[config.mk]
export PLATFORM = sky130hd
export DESIGN_NAME = conv_mac_accum
export DESIGN_NICKNAME = d
export VERILOG_FILES = /design/src/rtl/conv_mac_accum.sv
export SDC_FILE = /design/constraint.sdc
export NUM_CORES = 1
export LEC_CHECK = 0
export CAP_MARGIN = 20
export CORE_ASPECT_RATIO = 0.7
export CORE_UTILIZATION = 55
export CTS_CLUSTER_SIZE = 16
export DETAILED_ROUTE_END_ITERATION = 7
export HOLD_SLACK_MARGIN = 0.06
export PLACE_DENSITY_LB_ADDON = 0.12
export RECOVER_POWER = 100
export SLEW_MARGIN = 20
export SYNTH_ARGS = -nofsm -noshare
export SYNTH_HDL_FRONTEND = slang
export SYNTH_SLANG_ARGS = --single-unit
[constraint.sdc]
create_clock -name clk -period 8.11 [get_ports clk]
set_input_delay 1.622 -clock clk [delete_from_list [all_inputs] [get_ports clk]]
set_output_delay 1.622 -clock clk [all_outputs]
set_load 0.01 [all_outputs]
[src/rtl/conv_mac_accum.sv]
// conv_mac_accum: pixel x weight MAC over 3x3/5x5 windows, writes saturated optional-ReLU OFMD values
module conv_mac_accum #(
  parameter int IFMD_H = 8,
  parameter int IFMD_W = 8,
  parameter int DATA_W = 8,
  parameter int ACC_W  = 21,
  parameter int OUT_W  = 16
) (
  input  logic                     clk,
  input  logic                     rst,
  input  logic                     enable,
  input  logic                     is_5x5,
  input  logic                     relu_en,
  input  logic                     in_valid,
  input  logic                     in_last,
  input  logic signed [DATA_W-1:0] ifmd_data,
  input  logic                     wgt_wr_en,
  input  logic [4:0]               wgt_wr_addr,
  input  logic signed [DATA_W-1:0] wgt_wr_data,
  output logic                     ofmd_wr_en,
  output logic [5:0]               ofmd_wr_addr,
  output logic signed [OUT_W-1:0]  ofmd_data,
  output logic                     frame_done,
  output logic                     tap_err
);
  localparam logic [5:0] CNT3 = 6'((IFMD_H - 2) * (IFMD_W - 2));
  localparam logic [5:0] CNT5 = 6'((IFMD_H - 4) * (IFMD_W - 4));
  localparam logic signed [ACC_W-1:0] SMAX = ACC_W'(2 ** (OUT_W - 1) - 1);
  localparam logic signed [ACC_W-1:0] SMIN = ACC_W'(-(2 ** (OUT_W - 1)));
  logic signed [DATA_W-1:0]   w_q [25];
  logic signed [2*DATA_W-1:0] prod_q, prod_d;
  logic signed [ACC_W-1:0]    acc_q, acc_d;
  logic signed [OUT_W-1:0]    sat_d, res_d, data_q;
  logic [4:0] tap_q, last_tap;
  logic [5:0] addr_q, waddr_q, cnt_m1;
  logic       mode_q, mode_d, idle, v1_q, l1_q, first_q, wr_en_q, fd_q, err_q;
  // Mode may only follow is_5x5 while nothing is in flight, so a frame never switches kernel size.
  always_comb begin
    idle     = tap_q == 5'd0 && addr_q == 6'd0 && !v1_q && !l1_q;
    mode_d   = idle ? is_5x5 : mode_q;
    last_tap = mode_d ? 5'd24 : 5'd8;
    cnt_m1   = mode_d ? CNT5 - 6'd1 : CNT3 - 6'd1;
    prod_d   = ifmd_data * w_q[tap_q];
    acc_d    = (first_q ? '0 : acc_q) + {{(ACC_W - 2 * DATA_W){prod_q[2*DATA_W-1]}}, prod_q};
    sat_d    = acc_d > SMAX ? SMAX[OUT_W-1:0] : acc_d < SMIN ? SMIN[OUT_W-1:0] : acc_d[OUT_W-1:0];
    res_d    = relu_en && sat_d[OUT_W-1] ? '0 : sat_d;
  end
  always_ff @(posedge clk or negedge rst) begin
    if (!rst) begin
      for (int i = 0; i < 25; i++) w_q[i] <= '0;
      prod_q  <= '0;
      acc_q   <= '0;
      data_q  <= '0;
      tap_q   <= '0;
      addr_q  <= '0;
      waddr_q <= '0;
      mode_q  <= 1'b0;
      v1_q    <= 1'b0;
      l1_q    <= 1'b0;
      first_q <= 1'b1;
      wr_en_q <= 1'b0;
      fd_q    <= 1'b0;
      err_q   <= 1'b0;
    end else begin
      if (wgt_wr_en && wgt_wr_addr < 5'd25) w_q[wgt_wr_addr] <= wgt_wr_data;
      mode_q <= mode_d;
      if (!enable) begin
        tap_q   <= '0;
        v1_q    <= 1'b0;
        l1_q    <= 1'b0;
        acc_q   <= '0;
        first_q <= 1'b1;
        addr_q  <= '0;
        wr_en_q <= 1'b0;
        fd_q    <= 1'b0;
      end else begin
        v1_q <= in_valid;
        l1_q <= in_valid && in_last;
        if (in_valid) begin
          prod_q <= prod_d;
          tap_q  <= (in_last || tap_q == last_tap) ? 5'd0 : tap_q + 5'd1;
          if (in_last != (tap_q == last_tap)) err_q <= 1'b1;
        end
        if (v1_q) begin
          acc_q   <= acc_d;
          first_q <= l1_q;
        end
        wr_en_q <= l1_q;
        fd_q    <= l1_q && addr_q == cnt_m1;
        if (l1_q) begin
          data_q  <= res_d;
          waddr_q <= addr_q;
          addr_q  <= addr_q == cnt_m1 ? 6'd0 : addr_q + 6'd1;
        end
      end
    end
  end
  assign ofmd_wr_en   = wr_en_q;
  assign ofmd_wr_addr = waddr_q;
  assign ofmd_data    = data_q;
  assign frame_done   = fd_q;
  assign tap_err      = err_q;
endmodule

### Word-level counts from Yosys, hierarchy flattened

Index checks and enable logic that the tools add are counted.

* flip-flop bits (word level): 277
* input bits: 29
* output and inout bits: 25
* word-level logic and storage cells: 99

* add/subtract/negate cells: 3
* multipliers: 1
* order comparisons: 6
* equality and inequality tests: 6
* muxes and demuxes: 27
* bitwise operators: 2
* reduce and logical (&&, ||, !) cells: 16

Operators by type and width (count)
* bitwise mux 200 bit: 1
* 2-to-1 mux 21 bit: 3
* 2-to-1 mux 16 bit: 3
* binary-select mux 8 bit (select 5 bit): 1
* demux 8 bit (select 5 bit): 1
* 2-to-1 mux 6 bit: 4
* 2-to-1 mux 8 bit: 3
* adder 21 bit: 1
* > comparator 21 x 16 -> 1 bit (second input constant): 1
* less-than comparator 21 x 16 -> 1 bit (second input constant): 1
* 2-to-1 mux 5 bit: 4
* multiplier 8 x 8 -> 16 bit: 1
* >= comparator 6 bit (second input constant): 2
* NOT 5 -> 6 bit: 2
* logical AND 1 bit: 8
* 2-to-1 mux 1 bit: 7
* adder 6 x 1 -> 6 bit (second input constant): 1
* == test 6 bit: 1
* logical NOT 6 bit: 1
* less-than comparator 6 x 1 -> 1 bit (second input constant): 1
* != test 2 x 1 -> 1 bit (second input constant): 3
* adder 5 x 1 -> 5 bit (second input constant): 1
* == test 5 bit: 1
* logical NOT 5 bit: 1
* 6 further kinds: 8

### Longest topological paths before layout

Gate-level depths: netlist of the first run.

* depth after elaboration: 11
* gate-level depth with buffers: 25
* gate-level depth less buffers: 22

### Least setup slack after synthesis of the first run

Ideal clock, no wire load.

* path type: reg2reg
* start point: register tap_q[1]
* end point: register prod_q[15]
* setup time: 135 ps
* arrival: 6052 ps
* data required time: 7975 ps
* slack: 1923 ps
* cell stages (with the launch flop): 25
* path buffers: 3
* period minus slack after synthesis: 6187 ps
* path through: dfrtp_1 -> clkbuf_1 -> clkbuf_1 -> buf_1 -> mux4_2 -> mux2i_1 -> o21ai_0 -> mux2i_1 -> nand2b_1 -> inv_1 -> fa_1 -> inv_1 -> fa_1 -> inv_1 -> fa_1 -> inv_1 -> fa_1 -> inv_1 -> ha_1 -> and2_1 -> o21ai_0 -> o31ai_1 -> o41ai_1 -> xnor2_1 -> o21ai_0

* longest elaborated chain between the ends: 5

RTL lines
* start, declared: RTL line 34 `logic [4:0] tap_q, last_tap;`
* start signal, assigned: RTL line 81 `tap_q <= (in_last || tap_q == last_tap) ? 5'd0 : tap_q + 5'd1;`
* NOT 5 -> 6 bit (not written as such): RTL line 43 `prod_d = ifmd_data * w_q[tap_q];`
* binary-select mux 8 bit (select 5 bit): RTL line 43
* 2-to-1 mux 8 bit (not written as such) (2 in a row): RTL line 43
* multiplier 8 x 8 -> 16 bit: RTL line 43
* end signal, assigned: RTL line 80 `prod_q <= prod_d;`
* end, declared: RTL line 31 `logic signed [2*DATA_W-1:0] prod_q, prod_d;`

No other way between the ends. The select of a mux whose other input is x is not followed.
A chain may end at the register's enable or synchronous reset.

### Worst setup path in the final report of the first run

Ends and elaborated chain as after synthesis.

==> run_results.csv, run 1 <==
group,metric,value,unit
run_status,status,"complete, but fails checks",
run_status,violations,"capacitance limit, slew limit",
placement,post-dp-hpwl,25800,um
floorplanning,rows,52,
yosys,synthCells,1315,
worst_setup_path,worstPathRequired,8.51,ns
layout,drive_above_1_share,24.8,%
layout,diodes,0,
min_path,hp-class,"reg -> reg",
worst_setup_path,slowest_stage,"dfrtp_2",
clocking,ctsResizeCount,0,
sta,rsz0062_at_grt,"no",
clocking,cts_buffer_depth,3,
sta,max_freq,134,MHz
power_and_ir_drop,vdd_ir_drop_max,173,uV
sta,slew_viol_final,127,
worst_setup_path,reg2reg_from,"tap_q[1]",
clocking,cts_root_buffer,"clkbuf_16",
yosys,synth_xor_area_share,1.78,%
layout,layout.nets,1486,
yosys,synth-compound-area-share,6.32,%
worst_setup_path,critical-path-max-stage-delay,1.04,ns
drt,first_pass_iters,5,
sta,slew_headroom,-254,%
yosys,synth.avg_cell_area,12.3,um2
yosys,ys_ff_latch,277,
floorplanning,die_h,146,um
layout,final_cell_mix,"dfrtp_1, mux2_2, inv_1, nor2b_1, nand2_1",
drt,wl,37300,um
drt,vias,10400,
floorplanning,design.die.area,0.0302,mm2
global_route,grt_usage,25.9,%
sta,setup_tns,0,ns
run,drv_cap,2,
sta,timing.hold.ws,0.492,ns
sta,clock-skew-final,0.0121,ns
worst_setup_path,critPathLaunchType,"register",
sta,setup_viol,0,
worst_setup_path,worstSetupPathType,"reg -> reg",
yosys,ys.flop_type,"dfrtp_1",
floorplanning,pin_count,54,
yosys,ys_seq_area_share,42.8,%
global_route,grt_max_degree,167,
worst_setup_path,cp_top_family,"adder cells",
placement,gp_congestion,0.857,
yosys,synth_area,0.0162,mm2
sta,hold_viol,0,
global_route,grt_pass1_wl,61100,um
drt,via_per_inst,5.93,
clocking,clock_latency,0.56,ns
placement,dp_slack,0.959,ns
yosys,synth-simple-area-share,9.48,%
worst_setup_path,cp_max_fo,37,
sta,finalWorstPathRequiredPeriod,7.44,ns
power_and_ir_drop,p_total,5000,uW
clocking,cts_max_level,1,
layout,syn_to_final_growth,10.9,%
layout,final_common_cell,"dfrtp_1",
global_route,grt_pass1_vias,10500,
sta,period_share,91.8,%
drt,route.detailed.drc,0,
power_and_ir_drop,power_density,278,mW/mm2
placement,port_buffers,53,
global_route,grt-ovfl-total,0,
sta,worst_slew_pin_slew,5.30,ns
clocking,cts_tree,"built",
worst_setup_path,critical_path_buf_inv_count,5,
yosys,synth_cell_types,73,
drt,antenna_left,0,
drt,wl_per_cell,21.3,um
yosys,synth_top_family_by_area,"multiplexers",
floorplanning,chipWidth,207,um
yosys,async_reset_ff_share,100,%
clocking,cts_buffers,28,
clocking,cts_setup_buffers,0,
yosys,synth_edf_count,0,
drt,drtIter0Drc,798,
clocking,ctsHoldBuffers,0,
min_path,hold_path_startpoint,"ofmd_wr_addr[0]",
clocking,clk_pin_slew,0.07,ns
global_route,antenna_found_initial,0,
sta,worst_slack,0.666,ns
yosys,ys_warn_count,0,
yosys,synthesis.nets,1454,
worst_setup_path,worstPathCellList,"clkbuf_1 -> mux4_2 -> mux4_2 -> mux2i_1 -> nor2b_1 -> fa_1 -> inv_1 -> fa_1 -> inv_1 -> fa_1 -> inv_1 -> fa_1 -> inv_1 -> ha_1 -> and2_1 -> o21ai_0 -> o31ai_1 -> o41ai_1 -> xnor2_1 -> o21ai_0",
floorplanning,start_util,56.0,%
worst_setup_path,crit_arrival,7.85,ns
yosys,synth_adder_area_share,11.1,%
floorplanning,core_area,0.0290,mm2
clocking,clkSinkCount,277,
worst_setup_path,endpoint_kind,"register",
yosys,synthMuxAreaShare,24.6,%
worst_setup_path,startpoint,"tap_q[1]",
power_and_ir_drop,p_leak,0.00810,uW
[worst paths after layout]
check                                   to  cells past startpoint  slack, ns
max reg2reg                     prod_q[15]                     20       0.67
min                        ofmd_wr_addr[0]                      2       0.49
min in group asynchronous         w_q[189]                      1       3.23
max in group asynchronous     ofmd_data[9]                      1       1.85
min reg2reg                ofmd_wr_addr[0]                      2       0.49
max                             prod_q[15]                     20       0.67
[logic make-up after synthesis]
group           Yosys count
mux                     302
simple gates            288
flops                   277
buf+inv                 165
compound gates          140
fa+ha+maj               110
xor+xnor                 33
[through the flow]
stage | utilization [%] | instances | cell area, um2
after floorplan | - | 1315 | 16200
after global placement | 59.0 | 1694 | 17100
after detailed placement | 59.0 | 1694 | 17100
after CTS | 62.2 | 1746 | 18000
after global routing | 62.1 | 1747 | 18000
final | 62.1 | 1747 | 18000
[where the power goes]
group | switching, uW | leakage (uW) | internal [uW]
Clock | 555 | 0.000457 | 758
Sequential | 171 | 0.00360 | 1650
Combinational | 978 | 0.00405 | 887
Total | 1710 | 0.00810 | 3290
[tightest hold or removal path, cell delays in order, from the launching register on]
cell and delay, ns:
dfrtp_1 0.34, nand2_1 0.05, o21ai_0 0.07
[flip-flops by register name, summed over array words and instances, names as in the netlist]
register and cells:
l1_q 1, ofmd_wr_addr 6, frame_done 1, ofmd_wr_en 1, tap_q 5, mode_q 1
acc_q 21, ofmd_data 16, w_q 200, tap_err 1, first_q 1, v1_q 1
prod_q 16, addr_q 6
[Yosys cell counts (9+ instances only)]
cell	number	area (um2)
dfrtp_1	276	6910
mux2_2	208	2340
inv_1	98	368
nor2b_1	94	588
nand2_1	75	282
fa_1	56	1120
mux4_2	56	1260
clkbuf_1	55	206
ha_1	54	676
mux2i_1	38	380
o21ai_0	38	190
nor2_1	33	124
xnor2_1	23	201
a21oi_1	18	90.1
nand3_1	16	80.1
nand2b_1	15	93.8
nor3_1	13	65.1
o21a_1	11	82.6
and2_1	10	62.6
xor2_1	10	87.6
a21o_1	9	67.6
[cell type report]
type / count / area, um2
inverters: 98 / 368
flip-flops and latches: 277 / 6940
multi-input cells: 873 / 8580
clock inverters: 14 / 149
well taps: 378 / 473
repair buffers: 69 / 664
clock buffers: 38 / 798
fillers: 2266 / 11000
[layer usage]
metal / up-vias / routed length [um] / part of all wire, % / track usage [%]
met1: 5366 / 19100 / 51 / 42.7
met3: 40 / 2610 / 7.0 / 5.61
li1: 4676 / - / - / -
met5: - / 0 / 0 / 0
met4: 0 / 565 / 1.5 / 4.40
met2: 274 / 15000 / 40 / 35.1
(Power assumes the default switching activity.)
==> inputs of run 2 (changes only) <==
--- a/config.mk
+++ b/config.mk
@@ -5,9 +5,11 @@
 export SDC_FILE = /design/constraint.sdc
 export NUM_CORES = 1
 export LEC_CHECK = 0
-export CAP_MARGIN = 20
+export CAP_MARGIN = 25
+export CELL_PAD_IN_SITES_DETAIL_PLACEMENT = 0
+export CELL_PAD_IN_SITES_GLOBAL_PLACEMENT = 1
 export CORE_ASPECT_RATIO = 0.7
-export CORE_UTILIZATION = 55
+export CORE_UTILIZATION = 51
 export CTS_CLUSTER_SIZE = 16
 export DETAILED_ROUTE_END_ITERATION = 7
 export HOLD_SLACK_MARGIN = 0.06
==> run 2 against run 1 <==
Against the previous run: the flow still finishes with violations (capacitance limit, slew limit); clock skew is 0.0059 ns higher; flip-flop and latch count stayed put; sequential power hardly changed; global-route usage is 1.3 points lower; non-clock buffer count is 5 higher; power is 0.16% lower; first-iteration DRC count is 5.5% lower; die area is 7.7% higher; register-to-register slack better by 0.22 ns; critical path depth is 2 lower; hold slack worse by 0.0036 ns; sequential share of layout area is 0.18 points lower.
==> run_results.csv, run 2 (synthesis results as in run 1) <==
group,metric,value,unit
worst_setup_path,critPathLaunchType,"register",
drt,wl_per_cell,21.4,um
floorplanning,chipWidth,215,um
worst_setup_path,worstPathCellList,"mux4_2 -> mux4_2 -> mux2i_1 -> nor2b_1 -> fa_1 -> fa_1 -> inv_1 -> fa_1 -> fa_1 -> inv_1 -> ha_1 -> a21oi_1 -> o21ai_0 -> a211oi_1 -> o31ai_1 -> o41ai_1 -> xnor2_1 -> o21ai_0",
layout,final_cell_mix,"dfrtp_1, mux2_2, inv_1, nor2b_1, nand2_1",
sta,setup_tns,0,ns
clocking,clkSinkCount,277,
worst_setup_path,worstSetupPathType,"reg -> reg",
floorplanning,rows,54,
layout,largestRegisters,"w_q (200), acc_q (21)",
layout,final_common_cell,"dfrtp_1",
floorplanning,pin_count,54,
worst_setup_path,worstPathRequired,8.53,ns
worst_setup_path,path_common_cell,"fa_1",
sta,worst_slack,0.890,ns
worst_setup_path,r2r_slack,0.89,ns
global_route,grt_pass1_wl,61600,um
global_route,grt_pass1_vias,10600,
drt,wl,38400,um
global_route,grt_max_degree,117,
drt,via_per_inst,5.83,
min_path,hp-class,"reg -> reg",
drt,first_pass_iters,5,
clocking,clock_latency,0.57,ns
layout,top_register,"w_q",
layout,syn_to_final_growth,11.4,%
worst_setup_path,critical_path_buf_inv_count,2,
power_and_ir_drop,switching_share,34.1,%
clocking,ctsResizeCount,0,
worst_setup_path,crit_arrival,7.64,ns
clocking,cts_tree,"built",
sta,rsz0062_at_grt,"no",
worst_setup_path,cp_max_fo,43,
placement,dp_slack,0.872,ns
layout,drive_above_1_share,24.8,%
power_and_ir_drop,p_int,3290,uW
power_and_ir_drop,seq_power_share,36.4,%
power_and_ir_drop,power_density,277,mW/mm2
run_status,violations,"capacitance limit, slew limit",
sta,max_freq,139,MHz
sta,slew_headroom,-260,%
worst_setup_path,critical-path-max-stage-delay,0.99,ns
layout,largest_register_ffs,200,
placement,gp_congestion,0.857,
power_and_ir_drop,pwr-share-clk,26.3,%
layout,diodes,0,
clocking,clk_pin_slew,0.07,ns
sta,clock-skew-final,0.0180,ns
floorplanning,start_util,51.9,%
clocking,cts_buffer_depth,3,
global_route,grt-ovfl-total,0,
power_and_ir_drop,p_total,4990,uW
power_and_ir_drop,p_switching,1700,uW
worst_setup_path,endpoint_kind,"register",
placement,port_buffers,53,
sta,hold_viol,0,
power_and_ir_drop,combPwrFrac,37.4,%
sta,period_share,89.0,%
layout,final_area,0.0181,mm2
sta,finalWorstPathRequiredPeriod,7.22,ns
drt,antenna_left,0,
floorplanning,design.die.area,0.0325,mm2
global_route,antenna_found_initial,0,
worst_setup_path,cp_top_family,"adder cells",
drt,drtIter0Drc,754,
layout,layout.nets,1491,
clocking,cts_max_level,1,
power_and_ir_drop,p_leak,0.00814,uW
floorplanning,die_h,151,um
run,drv_cap,2,
sta,slew_viol_final,165,
global_route,grt_usage,24.6,%
floorplanning,core_area,0.0312,mm2
power_and_ir_drop,vdd_ir_drop_max,170,uV
drt,vias,10500,
clocking,cts_buffers,28,
clocking,cts_setup_buffers,0,
clocking,ctsHoldBuffers,0,
placement,post-dp-hpwl,27700,um
sta,setup_viol,0,
run_status,status,"complete, but fails checks",
placement,placed_area,0.0172,mm2
drt,route.detailed.drc,0,
sta,worst_slew_pin_slew,5.39,ns
worst_setup_path,slowest_stage,"dfrtp_4",
clocking,cts_root_buffer,"clkbuf_16",
run 2: path summary, 6_finish.rpt:
kind | start | to | depth (start not counted)
max in group asynchronous | rst | ofmd_data[4] | 2
min in group asynchronous | rst | w_q[182] | 1
max | tap_q[0] | prod_q[15] | 18
min | tap_err | tap_err | 1
min reg2reg | tap_err | tap_err | 1
max reg2reg | tap_q[0] | prod_q[15] | 18
run 2: routing by layer:
| metal | global-route usage [%] | share of wire [%] |
|---|---|---|
| met2 | 33.1 | 39 |
| met3 | 4.76 | 5.7 |
| met4 | 3.97 | 1.4 |
| met5 | 0 | 0 |
| met1 | 40.7 | 54 |
run 2: area by class of cell:
cell class | count | area (um2)
clock buffer | 44 | 851
multi-input combinational | 873 | 8590
inverter | 98 | 368
timing repair buffer | 74 | 704
clock inverter | 8 | 78.8
fill | 2609 | 13200
sequential | 277 | 6940
tap | 420 | 526
run 2: power groups by stage:
stage | sequential (uW) | clock, uW | combinational (uW)
after global placement | 1830 | 0 | 1860
after global routing | 1850 | 1390 | 2110
final | 1810 | 1310 | 1870
after CTS | 1810 | 1340 | 1900
after floorplan | 1780 | 0 | 1400
after detailed placement | 1830 | 0 | 1890
run 2: per-stage QoR:
step	utilization, %	std cells	hold WS (ns)
global route	57.8	1794	0.514
detailed placement	55.0	1740	0.475
floorplan	-	1315	0.455
global placement	54.9	1737	0.482
finish	57.8	1794	0.488
CTS	58.0	1792	0.502
==> inputs of run 3 (changes only) <==
--- a/config.mk
+++ b/config.mk
@@ -9,9 +9,10 @@
 export CELL_PAD_IN_SITES_DETAIL_PLACEMENT = 0
 export CELL_PAD_IN_SITES_GLOBAL_PLACEMENT = 1
 export CORE_ASPECT_RATIO = 0.7
-export CORE_UTILIZATION = 51
+export CORE_UTILIZATION = 53
 export CTS_CLUSTER_SIZE = 16
 export DETAILED_ROUTE_END_ITERATION = 7
+export DONT_BUFFER_PORTS = 1
 export HOLD_SLACK_MARGIN = 0.06
 export PLACE_DENSITY_LB_ADDON = 0.12
 export RECOVER_POWER = 100
==> run 3 against run 2 <==
Against the previous run: the run still ends with capacitance limit, slew limit left; design area is 3.4% lower; highest routed layer unchanged; wire length shrank 4.1%; global-route usage up 0.19 points; core utilization is 0.25 points higher; non-clock buffer count is 58 lower; flip-flop and latch count unchanged; critical path type unchanged; cell count decreased by 3.7%; sequential share of layout area up 1.3 points; worst setup slack improved by 0.21 ns.
==> run_results.csv, run 3 (synthesis results as in run 1) <==
group,metric,value,unit
clocking,cts_max_level,1,
global_route,antenna_found_initial,0,
drt,wl,36800,um
floorplanning,chipWidth,211,um
power_and_ir_drop,vdd_ir_drop_max,202,uV
worst_setup_path,endpoint_kind,"register",
sta,finalWorstPathRequiredPeriod,7.01,ns
placement,post-dp-hpwl,26100,um
worst_setup_path,r2r_slack,1.10,ns
worst_setup_path,worstPathRequired,8.52,ns
min_path,worst_hold_path.num_cells,1,
worst_setup_path,critical-path-max-stage-delay,0.70,ns
layout,syn_to_final_growth,7.67,%
global_route,grt_pass1_wl,59100,um
global_route,grt_max_degree,278,
drt,vias,10200,
layout,largestRegisters,"w_q (200), acc_q (21)",
global_route,grt-ovfl-total,0,
clocking,cts_buffers,28,
worst_setup_path,crit_arrival,7.42,ns
sta,period_share,86.4,%
layout,postLayoutCoreUtil,58.1,%
sta,setup_viol,0,
global_route,grt_pass1_vias,9964,
clocking,cts_buffer_depth,3,
drt,first_pass_iters,5,
sta,hold_viol,0,
sta,slew_headroom,-36.0,%
drt,via_per_inst,5.90,
worst_setup_path,cp_top_family,"adder cells",
floorplanning,rows,53,
placement,port_buffers,0,
run,drv_cap,2,
layout,drive_above_1_share,26.0,%
worst_setup_path,worstPathCellList,"buf_12 -> mux4_2 -> mux4_2 -> mux2i_1 -> nor2b_1 -> fa_1 -> inv_1 -> fa_1 -> inv_1 -> fa_1 -> inv_1 -> fa_1 -> inv_1 -> ha_1 -> and2_1 -> o21ai_0 -> o31ai_1 -> o41ai_1 -> xnor2_1 -> o21ai_0",
min_path,hp-class,"reg -> reg",
layout,final_common_cell,"dfrtp_1",
min_path,hold_path_startpoint,"w_q[199]",
clocking,ctsResizeCount,0,
floorplanning,die_h,148,um
layout,largest_register_ffs,200,
power_and_ir_drop,p_leak,0.00786,uW
clocking,clkSinkCount,277,
drt,drtIter0Drc,780,
drt,wl_per_cell,21.3,um
layout,top_register,"w_q",
layout,layout.nets,1433,
floorplanning,core_area,0.0300,mm2
clocking,cts_tree,"built",
sta,slew_viol_final,23,
drt,antenna_left,0,
sta,rsz0062_at_grt,"no",
floorplanning,design.die.area,0.0313,mm2
worst_setup_path,worstSetupPathType,"reg -> reg",
power_and_ir_drop,power_density,277,mW/mm2
min_path,min_to,"w_q[199]",
worst_setup_path,cp_max_fo,25,
layout,diodes,0,
floorplanning,start_util,53.9,%
worst_setup_path,critical_path_buf_inv_count,5,
sta,clock-skew-final,0.0222,ns
clocking,clk_pin_slew,0.07,ns
floorplanning,pin_count,54,
clocking,clock_latency,0.57,ns
sta,setup_tns,0,ns
worst_setup_path,critPathLaunchType,"register",
worst_setup_path,slowest_stage,"dfrtp_4",
run_status,violations,"capacitance limit, slew limit",
layout,final_cell_mix,"dfrtp_1, mux2_2, inv_1, nor2b_1, nand2_1",
placement,gp_congestion,0.846,
run_status,status,"complete, but fails checks",
global_route,grt_usage,24.8,%
worst_setup_path,r2r_cells,20,
worst_setup_path,reg2reg_to,"prod_q[15]",
sta,max_freq,143,MHz
drt,route.detailed.drc,0,
clocking,ctsHoldBuffers,0,
clocking,cts_setup_buffers,0,
worst_setup_path,reg2reg_from,"tap_q[0]",
sta,worst_slew_pin_slew,2.03,ns
clocking,cts_root_buffer,"clkbuf_16",
-- run 3: cell count changes in the layout (fill, tap and decap cells not counted), moves of 3 or more --
| cell | delta |
|---|---|
| clkdlybuf4s50_1 | -25 |
| dlygate4sd3_1 | -27 |
| clkbuf_1 | -8 |
| clkbuf_8 | -7 |
| clkinv_4 | +3 |
| clkinv_2 | +5 |
-- run 3: worst max path at each step --
| stage | start | end | slack, ns | cells after the start |
|---|---|---|---|---|
| global placement | tap_q[0] | prod_q[15] | 1.24 | 20 |
| CTS | tap_q[0] | prod_q[15] | 1.05 | 20 |
| finish | tap_q[0] | prod_q[15] | 1.10 | 20 |
| global route | tap_q[0] | prod_q[15] | 0.72 | 19 |
| detailed placement | tap_q[0] | prod_q[15] | 1.08 | 20 |
| floorplan | tap_q[1] | prod_q[15] | 1.92 | 24 |
-- run 3: power breakdown --
| group | switching [uW] | leakage (uW) | internal (uW) |
|---|---|---|---|
| clock | 569 | 0.000450 | 719 |
| combinational | 875 | 0.00381 | 825 |
| sequential | 190 | 0.00360 | 1650 |
| total | 1630 | 0.00786 | 3190 |
-- run 3: area by class of cell --
cell class                      instances  area [um2]
Inverter                               98         368
Sequential cell                       277        6940
Clock inverter                         18         168
Timing Repair Buffer                   16         138
Tap cell                              412         515
Fill cell                            2501       12600
Clock buffer                           33         739
Multi-Input combinational cell        873        8580
-- run 3: through the flow --
stage               total power (uW)  worst slack (ns)  std cells  hold WS [ns]  area (um2)
floorplan                       3190              1.92       1315         0.455       16200
global placement                3540              1.24       1675         0.482       16600
detailed placement              3570              1.08       1675         0.488       16600
CTS                             4880              1.05       1726         0.503       17500
global route                    5180             0.722       1727         0.511       17400
finish                          4830              1.10       1727         0.497       17400
-- run 3: routing by layer --
metal,global-route usage (%),vias up,share of wire [%]
met4,3.62,0,1.3
li1,-,4587,-
met1,42.9,5348,54
met3,5.26,34,6.4
met2,31.3,225,38
met5,0,-,0
